<file path="config.mk">
export PLATFORM = sky130hd
export DESIGN_NAME = corelet_ctrl_flat
export DESIGN_NICKNAME = d
export VERILOG_FILES = /design/src/rtl/corelet_ctrl_if.sv /design/src/rtl/corelet_ctrl.sv /design/src/flat_wrapper.sv
export SDC_FILE = /design/constraint.sdc
export NUM_CORES = 1
export LEC_CHECK = 0
export ABC_AREA = 1
export CORE_MARGIN = 1
export CORE_UTILIZATION = 60
export DETAILED_ROUTE_END_ITERATION = 6
export DONT_BUFFER_PORTS = 1
export HOLD_SLACK_MARGIN = 0.02
export PLACE_DENSITY = 0.76
export SYNTH_ARGS = -nofsm -noshare
export SYNTH_HDL_FRONTEND = slang
export SYNTH_SLANG_ARGS = --single-unit
</file>
<file path="constraint.sdc">
create_clock -name clk -period 3.55 [get_ports clk]
set_input_delay 0.355 -clock clk [delete_from_list [all_inputs] [get_ports clk]]
set_output_delay 0.355 -clock clk [all_outputs]
set_load 0.01 [all_outputs]
</file>
<file path="src/rtl/corelet_ctrl_if.sv">
// Host/L0 <-> corelet_ctrl signal bundle.
// Optional perf counters present when CORELET_CTRL_PERF_EN is defined.
interface corelet_ctrl_if #(
  parameter int unsigned addr_bw = 11,
  parameter int unsigned len_bw  = 8
);
  logic               start;
  logic [addr_bw-1:0] w_base;
  logic [addr_bw-1:0] x_base;
  logic [len_bw-1:0]  x_len;
  logic               l0_full;
  logic               l0_ready;
  logic               mem_rd;
  logic [addr_bw-1:0] mem_addr;
  logic               l0_wr;
  logic               l0_rd;
  logic               load;
  logic               execute;
  logic               busy;
  logic               done;
`ifdef CORELET_CTRL_PERF_EN
  logic [15:0]        stall_cnt;
  logic [15:0]        full_cnt;

  modport master (
    output start, w_base, x_base, x_len, l0_full, l0_ready,
    input  mem_rd, mem_addr, l0_wr, l0_rd, load, execute, busy, done, stall_cnt, full_cnt
  );
  modport slave (
    input  start, w_base, x_base, x_len, l0_full, l0_ready,
    output mem_rd, mem_addr, l0_wr, l0_rd, load, execute, busy, done, stall_cnt, full_cnt
  );
`else
  modport master (
    output start, w_base, x_base, x_len, l0_full, l0_ready,
    input  mem_rd, mem_addr, l0_wr, l0_rd, load, execute, busy, done
  );
  modport slave (
    input  start, w_base, x_base, x_len, l0_full, l0_ready,
    output mem_rd, mem_addr, l0_wr, l0_rd, load, execute, busy, done
  );
`endif
endinterface

</file>
<file path="src/rtl/corelet_ctrl.sv">
// Corelet pass sequencer: weight staging/load, activation streaming, drain.
// Optional macro CORELET_CTRL_PERF_EN adds saturating stall_cnt/full_cnt outputs.
module corelet_ctrl #(
  parameter int unsigned row     = 8,
  parameter int unsigned col     = 8,
  parameter int unsigned addr_bw = 11,
  parameter int unsigned len_bw  = 8
) (
  input logic             clk,
  input logic             reset,
  corelet_ctrl_if.slave   bus
);

  localparam int unsigned cnt_bw = ($clog2(col + 1) > len_bw) ? $clog2(col + 1) : len_bw;
  localparam int unsigned tmr_bw = $clog2(row + col + 3);

  typedef enum logic [2:0] {
    StIdle,
    StPhW,
    StWaitW,
    StPhX,
    StDrain,
    StDone
  } state_e;

  state_e             state_q, state_d;
  logic [cnt_bw-1:0]  fcnt_q, fcnt_d;
  logic [cnt_bw-1:0]  rcnt_q, rcnt_d;
  logic [tmr_bw-1:0]  tmr_q, tmr_d;
  logic [addr_bw-1:0] w_base_q, x_base_q;
  logic [len_bw-1:0]  x_len_q;
  logic               l0_wr_q;
  logic               latch_en;

  logic               in_phase;
  logic [cnt_bw-1:0]  tgt;
  logic [addr_bw-1:0] base;
  logic               fetch_go;
  logic               read_go;

  assign in_phase = (state_q == StPhW) || (state_q == StPhX);
  assign tgt      = (state_q == StPhW) ? cnt_bw'(col) : cnt_bw'(x_len_q);
  assign base     = (state_q == StPhW) ? w_base_q : x_base_q;
  assign fetch_go = in_phase && (fcnt_q < tgt) && !bus.l0_full;
  assign read_go  = in_phase && (rcnt_q < tgt) && bus.l0_ready;

  // Next-state and per-phase counter logic
  always_comb begin
    state_d  = state_q;
    fcnt_d   = fcnt_q + cnt_bw'(fetch_go);
    rcnt_d   = rcnt_q + cnt_bw'(read_go);
    tmr_d    = tmr_q;
    latch_en = 1'b0;
    unique case (state_q)
      StIdle: begin
        if (bus.start) begin
          state_d  = StPhW;
          fcnt_d   = '0;
          rcnt_d   = '0;
          latch_en = 1'b1;
        end
      end
      StPhW: begin
        if (rcnt_d == tgt) begin
          state_d = StWaitW;
          tmr_d   = '0;
        end
      end
      StWaitW: begin
        tmr_d = tmr_q + 1'b1;
        if (tmr_q == tmr_bw'(row + col - 1)) begin
          state_d = (x_len_q == '0) ? StDrain : StPhX;
          fcnt_d  = '0;
          rcnt_d  = '0;
          tmr_d   = '0;
        end
      end
      StPhX: begin
        if (rcnt_d == tgt) begin
          state_d = StDrain;
          tmr_d   = '0;
        end
      end
      StDrain: begin
        tmr_d = tmr_q + 1'b1;
        if (tmr_q == tmr_bw'(row + col + 1)) begin
          state_d = StDone;
        end
      end
      StDone: begin
        state_d = StIdle;
      end
      default: begin
        state_d = StIdle;
      end
    endcase
  end

  // State, counters, latched pass parameters and delayed L0 write
  always_ff @(posedge clk) begin
    if (reset) begin
      state_q  <= StIdle;
      fcnt_q   <= '0;
      rcnt_q   <= '0;
      tmr_q    <= '0;
      w_base_q <= '0;
      x_base_q <= '0;
      x_len_q  <= '0;
      l0_wr_q  <= 1'b0;
    end else begin
      state_q <= state_d;
      fcnt_q  <= fcnt_d;
      rcnt_q  <= rcnt_d;
      tmr_q   <= tmr_d;
      // Write lands one cycle after the fetch, even across a phase change
      l0_wr_q <= fetch_go;
      if (latch_en) begin
        w_base_q <= bus.w_base;
        x_base_q <= bus.x_base;
        x_len_q  <= bus.x_len;
      end
    end
  end

  // Outputs are forced low while reset is held
  assign bus.mem_rd   = fetch_go && !reset;
  assign bus.mem_addr = (in_phase && !reset) ? base + addr_bw'(fcnt_q) : '0;
  assign bus.l0_wr    = l0_wr_q && !reset;
  assign bus.l0_rd    = read_go && !reset;
  assign bus.load     = read_go && (state_q == StPhW) && !reset;
  assign bus.execute  = read_go && (state_q == StPhX) && !reset;
  assign bus.busy     = (state_q != StIdle) && !reset;
  assign bus.done     = (state_q == StDone) && !reset;

`ifdef CORELET_CTRL_PERF_EN
  logic [15:0] stall_q, full_q;
  logic        stall_hit, full_hit;

  assign stall_hit = in_phase && (rcnt_q < tgt) && !bus.l0_ready;
  assign full_hit  = in_phase && (fcnt_q < tgt) && bus.l0_full;

  // Saturating perf counters, cleared when a pass is accepted
  always_ff @(posedge clk) begin
    if (reset || ((state_q == StIdle) && bus.start)) begin
      stall_q <= '0;
      full_q  <= '0;
    end else begin
      if (stall_hit && (stall_q != 16'hFFFF)) stall_q <= stall_q + 16'd1;
      if (full_hit && (full_q != 16'hFFFF))   full_q  <= full_q + 16'd1;
    end
  end

  assign bus.stall_cnt = reset ? 16'd0 : stall_q;
  assign bus.full_cnt  = reset ? 16'd0 : full_q;
`endif

endmodule

</file>
<file path="src/flat_wrapper.sv">
// flat-port wrapper written by rule: the top's interface ports become plain ports
module corelet_ctrl_flat 
#(
  parameter int unsigned row     = 8,
  parameter int unsigned col     = 8,
  parameter int unsigned addr_bw = 11,
  parameter int unsigned len_bw  = 8
)
  (clk, reset, bus_start, bus_w_base, bus_x_base, bus_x_len, bus_l0_full, bus_l0_ready, bus_mem_rd, bus_mem_addr, bus_l0_wr, bus_l0_rd, bus_load, bus_execute, bus_busy, bus_done);
  corelet_ctrl_if #(.addr_bw(addr_bw), .len_bw(len_bw)) bus_i ();
  input logic clk;
  input logic reset;
  input wire logic [$bits(bus_i.start)-1:0] bus_start;
  input wire logic [$bits(bus_i.w_base)-1:0] bus_w_base;
  input wire logic [$bits(bus_i.x_base)-1:0] bus_x_base;
  input wire logic [$bits(bus_i.x_len)-1:0] bus_x_len;
  input wire logic [$bits(bus_i.l0_full)-1:0] bus_l0_full;
  input wire logic [$bits(bus_i.l0_ready)-1:0] bus_l0_ready;
  output wire logic [$bits(bus_i.mem_rd)-1:0] bus_mem_rd;
  output wire logic [$bits(bus_i.mem_addr)-1:0] bus_mem_addr;
  output wire logic [$bits(bus_i.l0_wr)-1:0] bus_l0_wr;
  output wire logic [$bits(bus_i.l0_rd)-1:0] bus_l0_rd;
  output wire logic [$bits(bus_i.load)-1:0] bus_load;
  output wire logic [$bits(bus_i.execute)-1:0] bus_execute;
  output wire logic [$bits(bus_i.busy)-1:0] bus_busy;
  output wire logic [$bits(bus_i.done)-1:0] bus_done;
  assign bus_i.start = bus_start;
  assign bus_i.w_base = bus_w_base;
  assign bus_i.x_base = bus_x_base;
  assign bus_i.x_len = bus_x_len;
  assign bus_i.l0_full = bus_l0_full;
  assign bus_i.l0_ready = bus_l0_ready;
  assign bus_mem_rd = bus_i.mem_rd;
  assign bus_mem_addr = bus_i.mem_addr;
  assign bus_l0_wr = bus_i.l0_wr;
  assign bus_l0_rd = bus_i.l0_rd;
  assign bus_load = bus_i.load;
  assign bus_execute = bus_i.execute;
  assign bus_busy = bus_i.busy;
  assign bus_done = bus_i.done;
  corelet_ctrl #(.row(row), .col(col), .addr_bw(addr_bw), .len_bw(len_bw)) u_core (.clk(clk), .reset(reset), .bus(bus_i));
endmodule
</file>
==> impl_results.md, run 1 <==
* Skew final at 0.007903 ns
* Width of the chip at 78.40 um
* Hold Crit Class: input pin to register
* Fmax at 293.1 MHz
* CP Launch Type: register
* Antenna diodes at 0
* H-tree depth at 2
* Largest net degree at the start of global routing at 28
* Worst-Margin Slew at 0.7196 ns
* Synth Instances at 528
* NumNets Final at 595
* Clock root cell: clkbuf_8
* Vias in the first global route at 2848
* Final Hold Fails at 0
* Final setup vio count at 0
* Internal power at 1.333 mW
* GRT Util Overall at 26.33%
* Fraction of layout instances using a drive strength above 1 at 7.358%
* Max clock buf depth at 2
* Top Ports at 53
* Crit Path Max Fanout at 23
* Period utilization at 96.12%
* Critical Path RT at 3.19 ns
* DRC viols at 0
* Lkg Pwr at 1.736 nW
* Multi-input gate area at 2051 um^2
* Crit path time final at 3.412 ns
* Logic pwr share at 49.9%
* Initial core utilization at 62.83%
* Clk network pwr share at 16.0%
* Pwr dens at 643.8 nW/um^2
* Seq. cell area at 1107 um^2
* CTS clk-pin slew, worst paths at 0.11 ns
* Ys Warns at 0
* Non-Filler Instances at 602
* Peak supply drop at 0.3996 mV
* Yosys top cell area share at 31.44%
* Crit path DAT at 3.06 ns
* Buffers on Ports at 0
* Num rows at 27
* Max-capacitance violation count at 0
* Post-DP HPWL at 6010 um
* RSZ-0062 raised after global routing: yes
* Number of DRC markers in iteration 0 at 152
* Net switching power at 1.074 mW
* Detailed Route WL at 7838 um
* DR vias/cell at 5.447
* Post-synth EDFFs at 0
* Die height at 78.40 um
* Distinct cells, synth at 32
* Sw frac at 44.61%
* Fillers at 537
* Fin. max-slew vios at 0
* Num CTS Buffers at 5
* Seq/Total Area, Yosys at 31.44%
* Die area at 6147 um^2
* Mean Syn Cell Area at 6.633 um^2
* Asr flop ratio synth at 0%
* Cell area after synthesis at 3502 um^2
* Status: completed
* Drt pass-1 iters at 4
* Yosys reg bits at 55
* Antenna Nets Post-Route at 0
* Routability cong. at 0.8963
* CTS tree: built
* Final instance area at 3739 um^2
* Worst slew margin at 51.97%
* Layout area overhead at 6.753%
* Flop pwr share at 34.2%
* First-pass GRT wire length at 12880 um
* Sinks on Clock Net at 55
* Core Region at 5574 um^2
* Global route overflow at 0
* Post-Syn Nets at 594
* Vias post-DR at 3279
* Cell taking the most area after synthesis: dfxtp_1
* Wire per inst at 13.02 um
* WS Path Type: register to primary output
* Crit. End Element: primary output
* Cell Area, Placed at 3550 um^2
* Clock Latency Late Sink at 0.32 ns
* Initial antenna violation count at 0
* Ys flop type: dfxtp_1
* DP Cell Count at 590
* Top cells by area, synth: dfxtp_1, nand2_1, ha_1
cells by family after synthesis:
| family | count (synthesis) | share of synthesized area (%) |
|---|---|---|
| simple gates | 244 | 29.83 |
| xor+xnor | 9 | 2.251 |
| flops | 55 | 31.44 |
| compound gates | 96 | 14.11 |
| buf+inv | 93 | 11.08 |
| fa+ha+maj | 31 | 11.29 |
cells in the mapped netlist, types with 2 or more instances:
library cell  count
ha_1             30
nor2_1           57
inv_2             2
o21ai_0          36
nand3b_1          2
a21oi_1          53
buf_2             7
clkbuf_1          7
nor3_1            4
dfxtp_1          55
nand4_1           7
nand2_2           2
inv_1            72
a31oi_1           2
nand2_1         115
xor2_1            5
buf_6             2
nand3_1          52
or2_2             2
xnor2_1           4
cells in the final DEF (no fill, tap or decap), drive strengths merged:
cell / instances
clkinv: 2
dfxtp: 55
xnor2: 4
a31oi: 2
a21oi: 53
o21a: 1
nor2: 58
or2: 2
nand2: 117
a21o: 1
o32ai: 1
clkbuf: 5
fa: 1
o21ai: 37
nand4: 7
and3: 1
inv: 75
nor3: 4
nand3b: 2
nand3: 53
ha: 30
buf: 13
xor2: 5
o211ai: 1
registers in the layout (all words and copies together), names as in the netlist:
register and cells:
u_core.w_base_q 11, u_core.x_len_q 8, u_core.x_base_q 11, u_core.tmr_q 5
u_core.rcnt_q 8, u_core.l0_wr_q 1, u_core.fcnt_q 8, u_core.state_q 3
metal layers:
layer | routed length (um) | share of wire (%) | vias to the layer above | global-route usage, %
li1 | - | - | 1714 | -
met1 | 3750 | 48 | 1471 | 36.59
met2 | 3579 | 46 | 78 | 42.19
met3 | 342 | 4.4 | 16 | 3.721
met4 | 165 | 2.1 | 0 | 7.778
met5 | 0 | 0 | - | 0
per-stage QoR:
stage / hold WS (ns) / utilization (%) / setup WS (ns) / power, mW / TNS, ns
6_report: 0.08362 / 67.07 / 0.1378 / 2.407 / 0
2_1_floorplan: 0.4240 / - / 0.5292 / 1.710 / 0
3_5_place_dp: 0.4282 / 63.68 / 0.07705 / 1.939 / 0
5_1_grt: 0.06187 / 67.07 / -0.02949 / 2.625 / -0.06058
4_1_cts: 0.07719 / 65.52 / 0.009451 / 2.324 / 0
3_3_place_gp: 0.4263 / 63.68 / 0.1699 / 1.915 / 0
power groups by stage:
stage	logic (mW)	clock network (mW)	registers, mW
floorplan	0.903	0	0.807
global placement	1.09	0	0.827
detailed placement	1.11	0	0.832
CTS	1.11	0.392	0.818
global route	1.37	0.416	0.838
finish	1.20	0.384	0.822
timing repair:
action | CTS | global route
endpoints found under the hold margin | 0 | 0
hold buffers | 0 | 0
setup buffers | 0 | 4
resized for setup | 0 | 13
setup endpoints to repair | 0 | 11
worst max-delay path: stages, from the launching register on:
cell	delay, ns
dfxtp_2	0.36
inv_2	0.11
nand3_4	0.13
buf_4	0.24
o21ai_0	0.38
ha_1	0.35
nand2_1	0.10
a21oi_1	0.07
nor3_1	0.30
nor2_1	0.07
o21ai_0	0.15
nand2_1	0.14
nand3_1	0.09
nand2_1	0.06
nor2_2	0.18
final cells by class:
cell class	instances	area share, %
clock inverters	3	0.9036
inverters	74	7.430
multi-input cells	380	54.85
flip-flops and latches	55	29.62
well taps	72	2.410
clock buffers	5	1.841
repair buffers	13	2.945
worst paths after layout:
kind,depth (start not counted),slack [ns],start,end
max,14,0.14,u_core.state_q[2],bus_mem_addr[10]
min,1,0.08,reset,u_core.x_base_q[10]
min reg2reg,2,0.46,u_core.w_base_q[10],u_core.w_base_q[10]
max reg2reg,25,0.35,u_core.state_q[2],u_core.state_q[1]
No activity file was read; power rests on OpenSTA's default activity.
==> run 2: changes to the inputs <==
CELL_PAD_IN_SITES_DETAIL_PLACEMENT = 0   (was default)
CELL_PAD_IN_SITES_GLOBAL_PLACEMENT = 2   (was default)
CORE_UTILIZATION = 35   (was 60)
CTS_BUF_LIST = sky130_fd_sc_hd__clkbuf_16   (was default)
PLACE_DENSITY = default   (was 0.76)
PLACE_DENSITY_LB_ADDON = 0.1   (was default)
==> run 2 against run 1 <==
Power up 9.4%. Non-clock buffer count up 2. First-iteration DRC count down 17%. Clock skew down 0.0010 ns. Final cell count up 10%. Worst setup slack better by 0.18 ns. Fmax up 5.4%. Sequential power up 0.5%. Die area up 69%. Register-to-register slack better by 0.04 ns. Final area up 5.5%. Sequential share of layout area down 1.5 points.
==> impl_results.md, run 2 (synthesized netlist as in run 1, its figures left out) <==
* CTS clk-pin slew, worst paths at 0.08 ns
* Hold Crit Class: input pin to register
* Num CTS Buffers at 5
* Worst path cell trace: inv_4, nand3_4, buf_8, nand2_1, o21ai_2, ha_2, inv_1, fa_1, inv_1, nand3_1, nor2_1, nor3_1, nor2_1, o21ai_0, nand2_1, o21ai_0, a21oi_2
* H-tree depth at 2
* Fin. max-slew vios at 0
* Die height at 102.0 um
* Flop pwr share at 31.4%
* Crit path DAT at 2.88 ns
* Post-DP HPWL at 7046 um
* Net switching power at 1.152 mW
* Sinks on Clock Net at 55
* Worst path bufs/invs at 4
* Antenna Nets Post-Route at 0
* CP top delay family: simple AND/OR/NAND/NOR gates
* Num rows at 36
* Min-delay src: reset
* Largest net degree at the start of global routing at 45
* Internal power at 1.483 mW
* Largest regs: u_core.w_base_q: 11 flops, u_core.x_base_q: 11 flops
* Hold endpoint: u_core.x_base_q[7]
* DRC viols at 0
* CP Launch Type: register
* Max-capacitance violation count at 0
* Commonest non-fill, non-tap cells in the layout: nand2_1, inv_1, nor2_1, dfxtp_1
* Pwr dens at 668.2 nW/um^2
* Clock Latency Late Sink at 0.30 ns
* Vias post-DR at 3184
* Final Hold Fails at 0
* Routability cong. at 0.8483
* Final core occ at 40.52%
* Width of the chip at 102.0 um
* WS Path Type: register to primary output
* Crit Path Max Fanout at 24
* Number of DRC markers in iteration 0 at 126
* Fraction of layout instances using a drive strength above 1 at 9.023%
* Clock root cell: clkbuf_16
* M3 GR Usage at 3.215%
* Period utilization at 91.17%
* NumNets Final at 597
* Vias in the first global route at 2957
* Lkg Pwr at 1.773 nW
* Layout area overhead at 12.58%
* GRT Util Overall at 18.47%
* Global routing's busiest layer: met2
* Global routing usage on met2 at 28.60%
* Skew final at 0.006873 ns
* Detailed Route WL at 9203 um
* Worst R2R Path Depth at 28
* Initial core utilization at 36.00%
* Final setup vio count at 0
* Crit. End Element: primary output
* Initial antenna violation count at 0
* Crit Reg-Reg Startpoint: u_core.state_q[2]
* Grt met1 use at 26.08%
* Sw frac at 43.72%
* Antenna diodes at 0
* Critical Path RT at 3.19 ns
* Top Ports at 53
* First-pass GRT wire length at 14700 um
* Clk network pwr share at 20.4%
* Worst-Margin Slew at 0.5420 ns
* Logic pwr share at 48.2%
* Worst path max stage delay at 0.40 ns
* DR vias/cell at 4.788
* # hold bufs at CTS at 0
* Fmax at 309.0 MHz
* Hold Path Cell Cnt at 1
* Drt pass-1 iters at 4
* Hold Worst Slack at 0.1100 ns
* Status: completed
* Commonest non-fill, non-tap cell in the layout: nand2_1
* R2R Path End: u_core.state_q[0]
* Wire per inst at 13.84 um
* Crit path time final at 3.237 ns
* CTS tree: built
* R2r setup slk at 0.39 ns
* Peak supply drop at 0.2979 mV
* Max clock buf depth at 2
* Global route overflow at 0
* Die area at 10410 um^2
* Buffers on Ports at 0
* Critical-path top delay cell: fa_1
* Worst slew margin at 63.73%
* Core Region at 9729 um^2
run 2: final cells by class:
type / count / area [um^2]
clock buffer: 5 / 125.1
clock inverter: 3 / 33.78
fill: 1065 / 5787
inverter: 74 / 280.3
multi-input combinational: 380 / 2095
sequential: 55 / 1110
tap: 133 / 166.4
timing repair buffer: 15 / 132.6
run 2: through the flow:
step | setup TNS (ns) | area, um^2 | instances | power [mW] | worst slack, ns
6_report | 0 | 3943 | 665 | 2.634 | 0.3135
5_1_grt | -0.07004 | 3943 | 665 | 2.863 | -0.02557
4_1_cts | 0 | 3810 | 661 | 2.558 | 0.01759
3_5_place_dp | 0 | 3641 | 653 | 2.000 | 0.04058
3_3_place_gp | 0 | 3641 | 653 | 1.989 | 0.1920
2_1_floorplan | 0 | 3502 | 528 | 1.710 | 0.5292
run 2: routing by layer:
metal / up-vias / wire (um)
met4: 0 / 160
met5: - / 0
met2: 56 / 3923
met1: 1406 / 4774
met3: 13 / 345
li1: 1709 / -
run 2: worst max-delay path by stage:
stage / start / to / slack (ns) / depth (start not counted)
after floorplan: u_core.state_q[1] / u_core.tmr_q[0] / 0.53 / 27
after global routing: u_core.state_q[2] / u_core.state_q[1] / -0.03 / 27
after detailed placement: u_core.state_q[1] / u_core.tmr_q[2] / 0.04 / 26
after global placement: u_core.state_q[1] / u_core.tmr_q[2] / 0.19 / 26
after CTS: u_core.state_q[1] / u_core.tmr_q[2] / 0.02 / 26
final: u_core.state_q[2] / bus_mem_addr[8] / 0.31 / 17
run 2: power by group through the flow:
stage	Clock [mW]	Sequential, mW	Combinational, mW
CTS	0.559	0.821	1.18
detailed placement	0	0.834	1.17
finish	0.538	0.826	1.27
global route	0.578	0.843	1.44
floorplan	0	0.807	0.903
global placement	0	0.834	1.16
run 2: what timing repair did:
item                       CTS  global route
pin swaps                    0             2
setup endpoints to repair    2            11
buffers inserted             0             4
resized for setup            3            24
